--- config.mk ---
export PLATFORM = sky130hd
export DESIGN_NAME = instr_fetch_unit
export DESIGN_NICKNAME = d
export VERILOG_FILES = /design/src/rtl/instr_fetch_unit_pkg.sv /design/src/rtl/instr_fetch_unit.sv
export SDC_FILE = /design/constraint.sdc
export NUM_CORES = 1
export LEC_CHECK = 0
export CAP_MARGIN = 25
export CORE_MARGIN = 3
export CORE_UTILIZATION = 43
export DETAILED_ROUTE_END_ITERATION = 7
export PLACE_DENSITY_LB_ADDON = 0.08
export SLEW_MARGIN = 20
export SYNTH_ARGS = -nofsm -noshare
export SYNTH_HDL_FRONTEND = slang
export SYNTH_SLANG_ARGS = --single-unit
export TNS_END_PERCENT = 20
--- constraint.sdc ---
create_clock -name clock -period 2 [get_ports clock]
set_input_delay 0.5 -clock clock [delete_from_list [all_inputs] [get_ports clock]]
set_output_delay 0.5 -clock clock [all_outputs]
set_load 0.05 [all_outputs]
--- src/rtl/instr_fetch_unit_pkg.sv ---
// Shared processor definitions used by the fetch unit, the instruction ROM and the control unit.
package instr_fetch_unit_pkg;

  typedef enum logic [1:0] {
    IDLE  = 2'd0,
    REQ   = 2'd1,
    HOLD  = 2'd2,
    FAULT = 2'd3
  } fetch_state_e;

  localparam int unsigned DEF_ADDR_W   = 17;
  localparam logic [31:0] DEF_RESET_PC = 32'h0000_0000;
  localparam logic [31:0] DEF_NOP_INST = 32'h0000_0013;

endpackage

--- src/rtl/instr_fetch_unit.sv ---
// Instruction fetch initiator: owns the PC, waits on the ROM, and holds the fetched word
// in the instruction register under a valid/ready handshake with the control unit.
module instr_fetch_unit
  import instr_fetch_unit_pkg::*;
#(
  parameter int unsigned       ADDR_W      = DEF_ADDR_W,
  parameter logic [ADDR_W-1:0] RESET_PC    = DEF_RESET_PC[ADDR_W-1:0],
  parameter int unsigned       ROM_LATENCY = 0,
  parameter logic [31:0]       NOP_INST    = DEF_NOP_INST
) (
  input  logic              clock,
  input  logic              reset_n,
  input  logic              fetch_req,
  output logic              inst_valid,
  input  logic              inst_ready,
  input  logic              redirect_valid,
  input  logic [ADDR_W-1:0] redirect_target,
  output logic [ADDR_W-1:0] rom_addr,
  input  logic [31:0]       rom_inst,
  output logic [31:0]       ir,
  output logic [ADDR_W-1:0] ir_pc,
  output logic [ADDR_W-1:0] pc,
  output logic              fault
);

  localparam int unsigned       CNT_W    = (ROM_LATENCY > 0) ? $clog2(ROM_LATENCY + 1) : 1;
  localparam logic [CNT_W-1:0]  CNT_LOAD = CNT_W'(ROM_LATENCY);
  localparam logic [CNT_W-1:0]  CNT_ONE  = CNT_W'(32'd1);
  localparam logic [ADDR_W-1:0] PC_STEP  = ADDR_W'(32'd4);

  fetch_state_e      state_r, state_s;
  logic [CNT_W-1:0]  cnt_r, cnt_s;
  logic [ADDR_W-1:0] pc_r, pc_s;
  logic [ADDR_W-1:0] ir_pc_r, ir_pc_s;
  logic [31:0]       ir_r, ir_s;
  logic              valid_r, valid_s;
  logic              fault_r, fault_s;

  // pc only moves in IDLE, FAULT or on a HOLD handshake, so the ROM address is stable in REQ.
  assign rom_addr   = pc_r;
  assign pc         = pc_r;
  assign ir         = ir_r;
  assign ir_pc      = ir_pc_r;
  assign inst_valid = valid_r;
  assign fault      = fault_r;

  // Next-state and next-register logic for the fetch sequencer.
  always_comb begin
    state_s = state_r;
    cnt_s   = cnt_r;
    pc_s    = pc_r;
    ir_s    = ir_r;
    ir_pc_s = ir_pc_r;
    valid_s = valid_r;
    fault_s = fault_r;
    case (state_r)
      IDLE: begin
        if (redirect_valid) begin
          pc_s = redirect_target;
        end else if (fetch_req && (pc_r[1:0] != 2'b00)) begin
          state_s = FAULT;
          fault_s = 1'b1;
        end else if (fetch_req) begin
          state_s = REQ;
          cnt_s   = CNT_LOAD;
        end else begin
          state_s = IDLE;
        end
      end
      REQ: begin
        if (cnt_r != '0) begin
          cnt_s = cnt_r - CNT_ONE;
        end else begin
          ir_s    = rom_inst;
          ir_pc_s = pc_r;
          valid_s = 1'b1;
          state_s = HOLD;
        end
      end
      HOLD: begin
        if (inst_ready) begin
          valid_s = 1'b0;
          state_s = IDLE;
          if (redirect_valid) begin
            pc_s = redirect_target;
          end else begin
            pc_s = pc_r + PC_STEP;
          end
        end else begin
          valid_s = 1'b1;
        end
      end
      FAULT: begin
        valid_s = 1'b0;
        if (redirect_valid) begin
          // A misaligned target still loads pc but keeps the unit parked here.
          pc_s = redirect_target;
          if (redirect_target[1:0] == 2'b00) begin
            fault_s = 1'b0;
            state_s = IDLE;
          end else begin
            fault_s = 1'b1;
          end
        end else begin
          fault_s = 1'b1;
        end
      end
      default: begin
        state_s = IDLE;
        valid_s = 1'b0;
      end
    endcase
  end

  // State and datapath registers; reset abandons any in-flight fetch.
  always_ff @(posedge clock or negedge reset_n) begin
    if (!reset_n) begin
      state_r <= IDLE;
      cnt_r   <= '0;
      pc_r    <= RESET_PC;
      ir_r    <= NOP_INST;
      ir_pc_r <= '0;
      valid_r <= 1'b0;
      fault_r <= 1'b0;
    end else begin
      state_r <= state_s;
      cnt_r   <= cnt_s;
      pc_r    <= pc_s;
      ir_r    <= ir_s;
      ir_pc_r <= ir_pc_s;
      valid_r <= valid_s;
      fault_r <= fault_s;
    end
  end

endmodule

==> summary.txt <==
Floorplan
  • Die extent in y: 93.1 um
  • Die area: 0.00866 mm2
  • I/O Pins: 139
  • FP Rows: 31
  • Initial core utilization: 0.447
  • Die W: 93.1 um
  • Core region area: 0.00729 mm2

Cells and area
  • Final net count: 474
  • Antenna cells: 0
  • Commonest non-fill, non-tap cell in the layout: buf_4
  • Share of layout cells above drive strength 1: 0.348
  • Area growth syn-to-layout: 49.6%
  • Fillers: 610
  • Commonest non-fill, non-tap cells in the layout: buf_4, dfrtp_1, clkdlybuf4s50_1
  • Design area: 0.00488 mm2

Clock tree
  • TritonCTS sink count: 70
  • CTS tree: built
  • Hold buffers post-CTS: 0
  • Worst skew pair latency: 330 ps
  • CTS root buf: clkbuf_8
  • Reg clk slew, reported paths: 80 ps
  • Clock Path Buffers: 2
  • Cts bufs inserted: 9
  • Number of H-tree levels: 3

STA
  • Slew margin rel.: 0.662
  • Max Clock Skew: 7.94 ps
  • Pins Over Slew Limit: 0
  • RSZ-0062 raised after global routing: false
  • Max Freq: 536 MHz
  • Final min period: 1870 ps
  • Final Setup Violations: 0
  • Worst-Margin Slew: 506 ps
  • Final Cycle Share: 0.933
  • Worst setup margin: 135 ps
  • Final Hold Viols: 0

Setup path
  • Critical Path Sink Type: flip-flop
  • Startpoint types: flip-flop
  • R2R cell count: 7
  • Reg2reg end: pc[4]$_DFFE_PN0P_
  • R2R setup slack: 130 ps
  • Critical Path AT: 2120 ps
  • Crit Path Class: reg -> reg
  • CP Launch Point: state_r[1]$_DFFE_PN0P_
  • Critical Path RT: 2260 ps
  • FF-to-FF Start: state_r[1]$_DFFE_PN0P_
  • Crit path max fanout: 6

Drt
  • Drt via density: 5.14
  • Drt total wl: 7950 um
  • Final ANT Viol Nets: 0
  • Drt first pass iters: 4
  • DRC violations left: 0
  • Vias: 2663
  • Routed len/inst: 15.4 um
  • Detailed router's first-iteration violation count: 104

Global route
  • First-pass GRT wire length: 12600 um
  • Largest net degree at the start of global routing: 71
  • GRT Total Usage: 0.185
  • Vias in the first global route: 2585
  • Grt ovf: 0
  • Initial antenna violation count: 0

Synthesis
  • Mapped Area: 0.00326 mm2
  • Synthesized Nets: 331
  • Mean Syn Cell Area: 12.0 um2
  • Sequential share of the synthesized area: 0.538
  • Synth top area cells: dfrtp_1, mux2_2, buf_4
  • Post-synth ARST share: 1.00
  • Netlist cell types: 43
  • Post-Synthesis Cells: 271
  • Cell taking the most area after synthesis: dfrtp_1
  • Syn. warnings: 0
  • Number of synthesized flops with an enable pin: 0
  • Synth Register Bits: 70
  • Portion of synthesized cell area occupied by the leading cell type: 0.514
  • Synth Flop Type: dfrtp_1

Flow run
  • Maxcap violations: 0

Worst hold path
  • Hold crit path type: in -> async

Place
  • Pre-CTS WS: -162 ps
  • GPL Wtd Cong: 0.809
  • Final HPWL from detailed placement: 5880 um
  • Placed cell areas: 0.00467 mm2
  • IO Port Bufs: 138

Outcome
  • Status: completed
routing by layer:
metal,vias to the layer above,GRT usage,share of wire,wire length (um)
met5,-,0,0,0
met4,0,0.0781,0.0098,78
met3,8,0.0442,0.082,651
met2,104,0.284,0.48,3780
met1,1292,0.250,0.43,3450
li1,1259,-,-,-
how the worst max path moves through the flow:
stage,slack [ps],endpoint,cells after the start
after floorplan,70,pc[12]$_DFFE_PN0P_,5
after global placement,-140,state_r[1]$_DFFE_PN0P_,5
after detailed placement,-160,state_r[1]$_DFFE_PN0P_,5
after CTS,0.7,ir[20],1
after global routing,20,pc[14]$_DFFE_PN0P_,5
final,130,pc[4]$_DFFE_PN0P_,7
layout make-up:
class | instances | area [um2] | area share
Inverter | 8 | 30.0 | 0.00616
Clock buffer | 10 | 128 | 0.0262
Multi-Input combinational cell | 164 | 1300 | 0.266
Sequential cell | 70 | 1760 | 0.360
Timing Repair Buffer | 161 | 1430 | 0.293
Clock inverter | 6 | 110 | 0.0226
Tap cell | 99 | 124 | 0.0254
cell families after synthesis:
kind of cell | Yosys count | share of synthesized area
flip-flops | 70 | 0.538
AO/OA/AOI/OAI | 43 | 0.0902
multiplexers | 56 | 0.192
adder cells (fa/ha/maj) | 6 | 0.0230
AND/OR/NAND/NOR | 59 | 0.0909
buffers and inverters | 37 | 0.0652
worst max-delay path: stages, from the launching register on:
cell and delay (ps):
dfrtp_1 410, inv_1 100, ha_1 390, nor2b_1 320, buf_4 190, nor2_1 40
a31o_2 200, a21oi_1 140
synth_stat cells, types with 4 or more instances:
library cell and instances:
ha_1 6, a211oi_1 4, clkbuf_1 7, o21ai_0 8, dfrtp_1 67, nand2_1 17, mux2_2 49, buf_4 17
nor2_1 8, nand4_1 7, nor4_1 4, mux2i_1 6, a21oi_1 6, a311oi_1 4, nand2b_1 4, nor3_1 6
inv_1 7
sequential cells by signal, indices dropped and copies added, names as in the netlist:
register	flops
pc	17
ir_pc	17
ir	32
state_r	2
fault	1
inst_valid	1
per-stage QoR:
step	setup TNS [ps]	utilization	cells	hold WS (ps)
after floorplan	0	-	271	204
final	0	0.669	518	168
after CTS	0	0.667	518	180
after detailed placement	-412	0.641	502	471
after global routing	0	0.669	518	199
after global placement	-236	0.641	502	470
what timing repair did:
action                     in CTS  in global routing
gates resized for setup        34                  5
hold endpoints to repair        0                  0
setup endpoints to repair      34                  7
buffers inserted                0                  0
Power is not shown: default switching activity piles up to over one toggle a cycle in this logic, so the estimate is an artifact.
